## config.mk

```make
export PLATFORM = sky130hd
export DESIGN_NAME = crc_lfsr
export DESIGN_NICKNAME = d
export VERILOG_FILES = /design/src/rtl/crc_lfsr_pkg.sv /design/src/rtl/crc_lfsr_core.sv /design/src/rtl/crc_lfsr.sv
export SDC_FILE = /design/constraint.sdc
export NUM_CORES = 1
export LEC_CHECK = 0
export CAP_MARGIN = 0
export CORE_UTILIZATION = 40
export CTS_CLUSTER_DIAMETER = 150
export DETAILED_ROUTE_END_ITERATION = 10
export PLACE_DENSITY = 0.7
export SLEW_MARGIN = 20
export SYNTH_ARGS = -nofsm -noshare
export SYNTH_HDL_FRONTEND = slang
export SYNTH_SLANG_ARGS = --single-unit
```

## constraint.sdc

```tcl
create_clock -name clk -period 7.2 [get_ports clk]
set_input_delay 1.44 -clock clk [delete_from_list [all_inputs] [get_ports clk]]
set_output_delay 1.44 -clock clk [all_outputs]
set_load 0.1 [all_outputs]
```

## src/rtl/crc_lfsr_pkg.sv

```systemverilog
// Shared constants and FSM state type for the serial TLP-header CRC.
// Frame layout: {pad, tlp, crc} packed into FRAME_W bits.
package crc_lfsr_pkg;
  localparam int WIDTH   = 16;
  localparam int DATA_W  = 96;
  localparam int FRAME_W = 128;
  localparam int CNT_W   = $clog2(DATA_W + 1);
  localparam int PAD_W   = FRAME_W - DATA_W - WIDTH;

  localparam logic [WIDTH-1:0] POLY = 16'h1021;
  localparam logic [WIDTH-1:0] INIT = 16'hFFFF;

  typedef enum logic [1:0] {
    IDLE,
    BUSY,
    DONE
  } state_e;
endpackage

```

## src/rtl/crc_lfsr_core.sv

```systemverilog
// Bare Galois LFSR step register: seed load, enable, one serial bit in.
// Load wins over enable.
module crc_lfsr_core
  import crc_lfsr_pkg::*;
#(
  parameter int                LFSR_W = WIDTH,
  parameter logic [LFSR_W-1:0] TAPS   = POLY,
  parameter logic [LFSR_W-1:0] SEED   = INIT
) (
  input  logic              clk,
  input  logic              rst,
  input  logic              load,
  input  logic              en,
  input  logic              din,
  output logic [LFSR_W-1:0] q
);

  logic fb;
  logic [LFSR_W-1:0] step;

  assign fb   = q[LFSR_W-1] ^ din;
  assign step = {q[LFSR_W-2:0], 1'b0} ^ (fb ? TAPS : '0);

  always_ff @(posedge clk or posedge rst) begin
    if (rst) begin
      q <= '0;
    end else if (load) begin
      q <= SEED;
    end else if (en) begin
      q <= step;
    end
  end

endmodule

```

## src/rtl/crc_lfsr.sv

```systemverilog
// Serial CRC-16/CCITT over a captured 96-bit TLP header, MSB first.
// Presents {pad, tlp, crc} on crc_out once rdy is high.
module crc_lfsr
  import crc_lfsr_pkg::*;
#(
  parameter logic [WIDTH-1:0] POLY = crc_lfsr_pkg::POLY,
  parameter logic [WIDTH-1:0] INIT = crc_lfsr_pkg::INIT
) (
  input  logic               clk,
  input  logic               rst,
  input  logic               we,
  input  logic [DATA_W-1:0]  tlp_in,
  output logic [WIDTH-1:0]   lfsr_q,
  output logic               rdy,
  output logic [FRAME_W-1:0] crc_out
);

  state_e state_q, state_d;

  logic [DATA_W-1:0] data_sr;
  logic [DATA_W-1:0] held_tlp;
  logic [CNT_W-1:0]  count;
  logic              busy;
  logic              last;

  assign busy = (state_q == BUSY);
  assign last = (count == CNT_W'(DATA_W - 1));

  always_ff @(posedge clk or posedge rst) begin
    if (rst) begin
      state_q <= IDLE;
    end else begin
      state_q <= state_d;
    end
  end

  // A start strobe restarts from any state, ahead of shifting.
  always_comb begin
    state_d = state_q;
    if (we) begin
      state_d = BUSY;
    end else begin
      unique case (state_q)
        IDLE: state_d = IDLE;
        BUSY: state_d = last ? DONE : BUSY;
        DONE: state_d = DONE;
        default: state_d = IDLE;
      endcase
    end
  end

  always_ff @(posedge clk or posedge rst) begin
    if (rst) begin
      data_sr  <= '0;
      held_tlp <= '0;
      count    <= '0;
    end else if (we) begin
      data_sr  <= tlp_in;
      held_tlp <= tlp_in;
      count    <= '0;
    end else if (busy) begin
      data_sr  <= data_sr << 1;
      count    <= count + 1'b1;
    end
  end

  crc_lfsr_core #(
    .LFSR_W (WIDTH),
    .TAPS   (POLY),
    .SEED   (INIT)
  ) u_core (
    .clk  (clk),
    .rst  (rst),
    .load (we),
    .en   (busy && !we),
    .din  (data_sr[DATA_W-1]),
    .q    (lfsr_q)
  );

  assign rdy     = (state_q == DONE);
  assign crc_out = rdy ? {{PAD_W{1'b0}}, held_tlp, lfsr_q}
                       : '0;

endmodule

```

==> summary by stage <==
Routing
The total DRC errors in the routed layout is 0. The routed design has 20.82 mm of wire. The pre-antenna-repair detailed-routing pass consisted of 4 iterations. For this block, the initial DRC count from the detailed router was 410. In the final routed layout, each cell accounts on average for 13.96 µm.

Once detail routing completed, the nets flagged for antenna violations numbered 0. The routed layout has 6927 vias. Dividing the detail-routed via count by the number of cells gives 4.646.

Power
Net switching is between 20% and 30% of the power. The share of power burned in combinational logic is 9.9%. The leakage dissipation is between 6 and 7 nW. The internal power consumption is 2.194 mW. Summing internal, switching and leakage power gives 2.899 mW. The share of total power dissipated in sequential elements is 47.6%. For this design the total switching power over the nets is 0.7052 mW. The worst-case IR drop observed on VDD is approximately 0.11 mV. The share of total power in the clock network is 42.5%. The power density over the cells is 225.3 nW/µm².

Floorplanning
The die is ~160 µm wide. The top-level I/O count is 244. The initialized floorplan defines 56 standard-cell rows. The die height is about 160 µm. After floorplanning, the core was sized to cover around 24000 µm². The initial utilization of the core area, before any placement, comes to 41.12%. The die covers 24970 µm².

Logic synthesis
Summing every instance area after synthesis gives 9738 µm². After synthesis, the cell types taking the most area are dfrtp_1, mux2i_1, o21ai_0. The area fraction of the dominant cell type after synthesis is a little under three fifths. The flip-flop and latch count after synthesis is 217. After synthesis, flip-flops and latches occupy a little under three fifths of the total area. The instance count of the mapped netlist is 960.

The most common flop cell mapped by yosys is dfrtp_1. The largest area contributor in the synthesized netlist is dfrtp_1. The number of different library cells used by synthesis comes to 27. Counting flops with an async set or reset pin after synthesis yields a share of 100.0%. During synthesis, Yosys emitted a total of 0 warnings. The mean cell area of the mapped netlist is 10.14 µm². The cell with the most instances after synthesis is dfrtp_1. Counting instances in the post-synthesis netlist gives the leading cell types as dfrtp_1, o21ai_0, and2_1, nand2_1, inv_1. The number of synthesized flops with an enable pin is 0.

Final layout
The final net count is 1258. Of the cells placed in the final design, the portion with a size suffix greater than 1 is 4.181%. The count of inserted antenna diode cells is 0. After the flow finishes, the layout carries non-filler instances totaling 1491. The growth of design area from synthesis to finish is 32.15%. Cells fill 54.34% of the core in the end.

After routing the design area is about 13000 µm².

Placed design
Port buffering added 227 buffers. The placer's final routability congestion estimate is 0.7741. The count of placed standard cells including taps is between 1000 and 1500.

The detailed-placement wirelength estimate is 13.47 mm. The total placed instance area is 12070 µm².

STA
The number of hold violations in the final report came to 0. The final critical path time including I/O delays and setup is 4.677 ns. Derived from the worst setup path, the maximum achievable clock frequency is 213.8 MHz. The setup skew after layout is 0.009263 ns.

The total setup violations reported at the end of the flow is 0. The transition at the pin with the smallest max-transition slack is 1.010 ns. The sum of negative setup slack is 0 ns. The ratio of final minimum period to clock period is 64.96%. Headroom to the max-slew limit came out at approximately a third. The final max-slew violation count is 0. Setup repair after global routing left no endpoint under its margin.

Critical path
Setup slack on the worst reg-to-reg path comes out at 4.54 ns. The stage delay of the slowest cell on the critical path is 1.15 ns. For the worst setup path, the data arrival time is 3.24 ns.

Following the worst setup path forward leads to its endpoint at crc_out[94]. The critical register-to-register path endpoint is count[5]. In this run the number of cells on the critical path is 4. The setup path with the least slack is of type reg -> out. The launch point of the worst path is state_q[0]. STA puts the critical path data required time at 5.76 ns. The worst setup path is launched from a register. The worst reg2reg path startpoint is state_q[1].

The worst setup path is captured at a primary output. The critical path contains buffers and inverters numbering 2 combined. Walking the worst path, the cells encountered are inv_1 > ha_4 > and2_1 > clkdlybuf4s50_1. The kind of cell adding the most delay to the critical path is buffers and inverters. In this run the worst path has a maximum fanout of 114.

The largest individual stage delay along the critical path comes from the cell clkdlybuf4s50_1. The depth of the most critical reg-to-reg path is 6.

Clock network
The clock root buffer is clkbuf_16. The total setup buffers inserted after CTS is 0. TritonCTS built the clock tree.

The maximum count of clock buffers along a single path is 3. The register clock-pin slew on the reported worst setup and hold paths is 0.06 ns. After clock tree synthesis, the repair step resized 0 gates. Clock latency on the worst-skew pair, taken at its later pin, is 0.50 ns. The hold buffer count at CTS is 0. Buffers inserted during clock tree synthesis total 24.

The clock sink count is 217. The number of H-tree levels is 1.

Global route
The global-route wire length before repair is 34.04 mm. The number of antenna violations at the first check in global routing is 0. The pin count of the biggest net entering global routing is approximately 130. The total routing usage reported by global routing is 16.64%.

The via count of the first global-routing pass is 6802. The overflow left after global routing is 0.

Flow run
The count of maximum capacitance violations is 0.

Status
The flow ran to the end, and the final reports show no timing, DRC or antenna violations.

Hold path
The type of the tightest min-delay check is reg -> reg.
## tightest hold or removal path, stage by stage (launching register included)
cell,delay [ns]
dfrtp_1,0.37
inv_1,0.05
o21ai_0,0.06
## area by class of cell
| cell class | count | area (µm²) |
|---|---|---|
| sequential | 217 | 5430 |
| clock inverter | 10 | 130.1 |
| multi-input combinational | 580 | 3525 |
| inverter | 100 | 379.1 |
| fill | 2177 | 10810 |
| tap | 319 | 399.1 |
| clock buffer | 32 | 671.9 |
| timing repair buffer | 233 | 2333 |
## power by group through the flow
stage	Clock (mW)	Sequential, mW	Combinational, mW
2_1_floorplan	0	1.41	0.179
3_5_place_dp	0	1.40	0.293
6_report	1.23	1.38	0.288
4_1_cts	1.27	1.38	0.294
5_1_grt	1.32	1.39	0.325
3_3_place_gp	0	1.40	0.285
## logic make-up after synthesis
| group | count (synthesis) | share of synthesized area [%] |
|---|---|---|
| simple gates | 242 | 12.81 |
| flops | 217 | 55.76 |
| compound gates | 216 | 11.63 |
| buf+inv | 178 | 8.878 |
| mux | 96 | 9.868 |
| xor+xnor | 7 | 0.6296 |
| fa+ha+maj | 3 | 0.3855 |
| other cells | 1 | 0.03851 |
## placed cells by master (no fill, tap or decap)
cell type and instances:
clkbuf_1 5, bufinv_16 3, buf_12 1, nand4_1 1, a21oi_1 5, dfrtp_1 217
inv_1 99, xnor2_1 2, nand2_1 101, nand2b_1 1, nand3_1 2, a211o_1 13
nor2b_1 13, conb_1 16, and2_1 112, clkbuf_8 3, clkinvlp_4 3, mux2i_1 96
ha_1 1, xor2_1 5, clkbuf_16 25, or3_1 3, clkdlybuf4s50_1 226, o21ai_1 17
a21o_1 1, or2_2 1, o21ai_0 180, buf_4 5, clkinv_2 5, ha_4 2
nand4_2 1, nor2_1 7
## stage by stage
step	hold WS (ns)	setup slack, ns
after floorplan	0.4911	2.934
after global placement	0.5024	3.028
after detailed placement	0.5087	3.029
after CTS	0.5198	2.471
after global routing	0.5308	2.375
final	0.5151	2.523
## registers in the layout (all words and copies together), names as in the netlist
name and count:
count 7, data_sr 96, held_tlp 96, state_q 2, u_core.q 16
## worst min path at each step
stage	from	end	slack, ns	cells past startpoint
final	held_tlp[67]	held_tlp[67]	0.52	2
after global routing	held_tlp[67]	held_tlp[67]	0.53	2
after CTS	held_tlp[17]	held_tlp[17]	0.52	2
after detailed placement	held_tlp[53]	held_tlp[53]	0.51	2
after global placement	held_tlp[49]	held_tlp[49]	0.50	2
after floorplan	held_tlp[0]	held_tlp[0]	0.49	2
## metal layers
layer  vias up  track usage (%)  wire length [µm]
li1       3476                -                 -
met1      3245            23.68              9951
met5         -                0                 0
met3        31            3.285              1302
met4         0            3.938               337
met2       175            26.08              9226
Note: power is estimated with default switching activity, not from simulation.
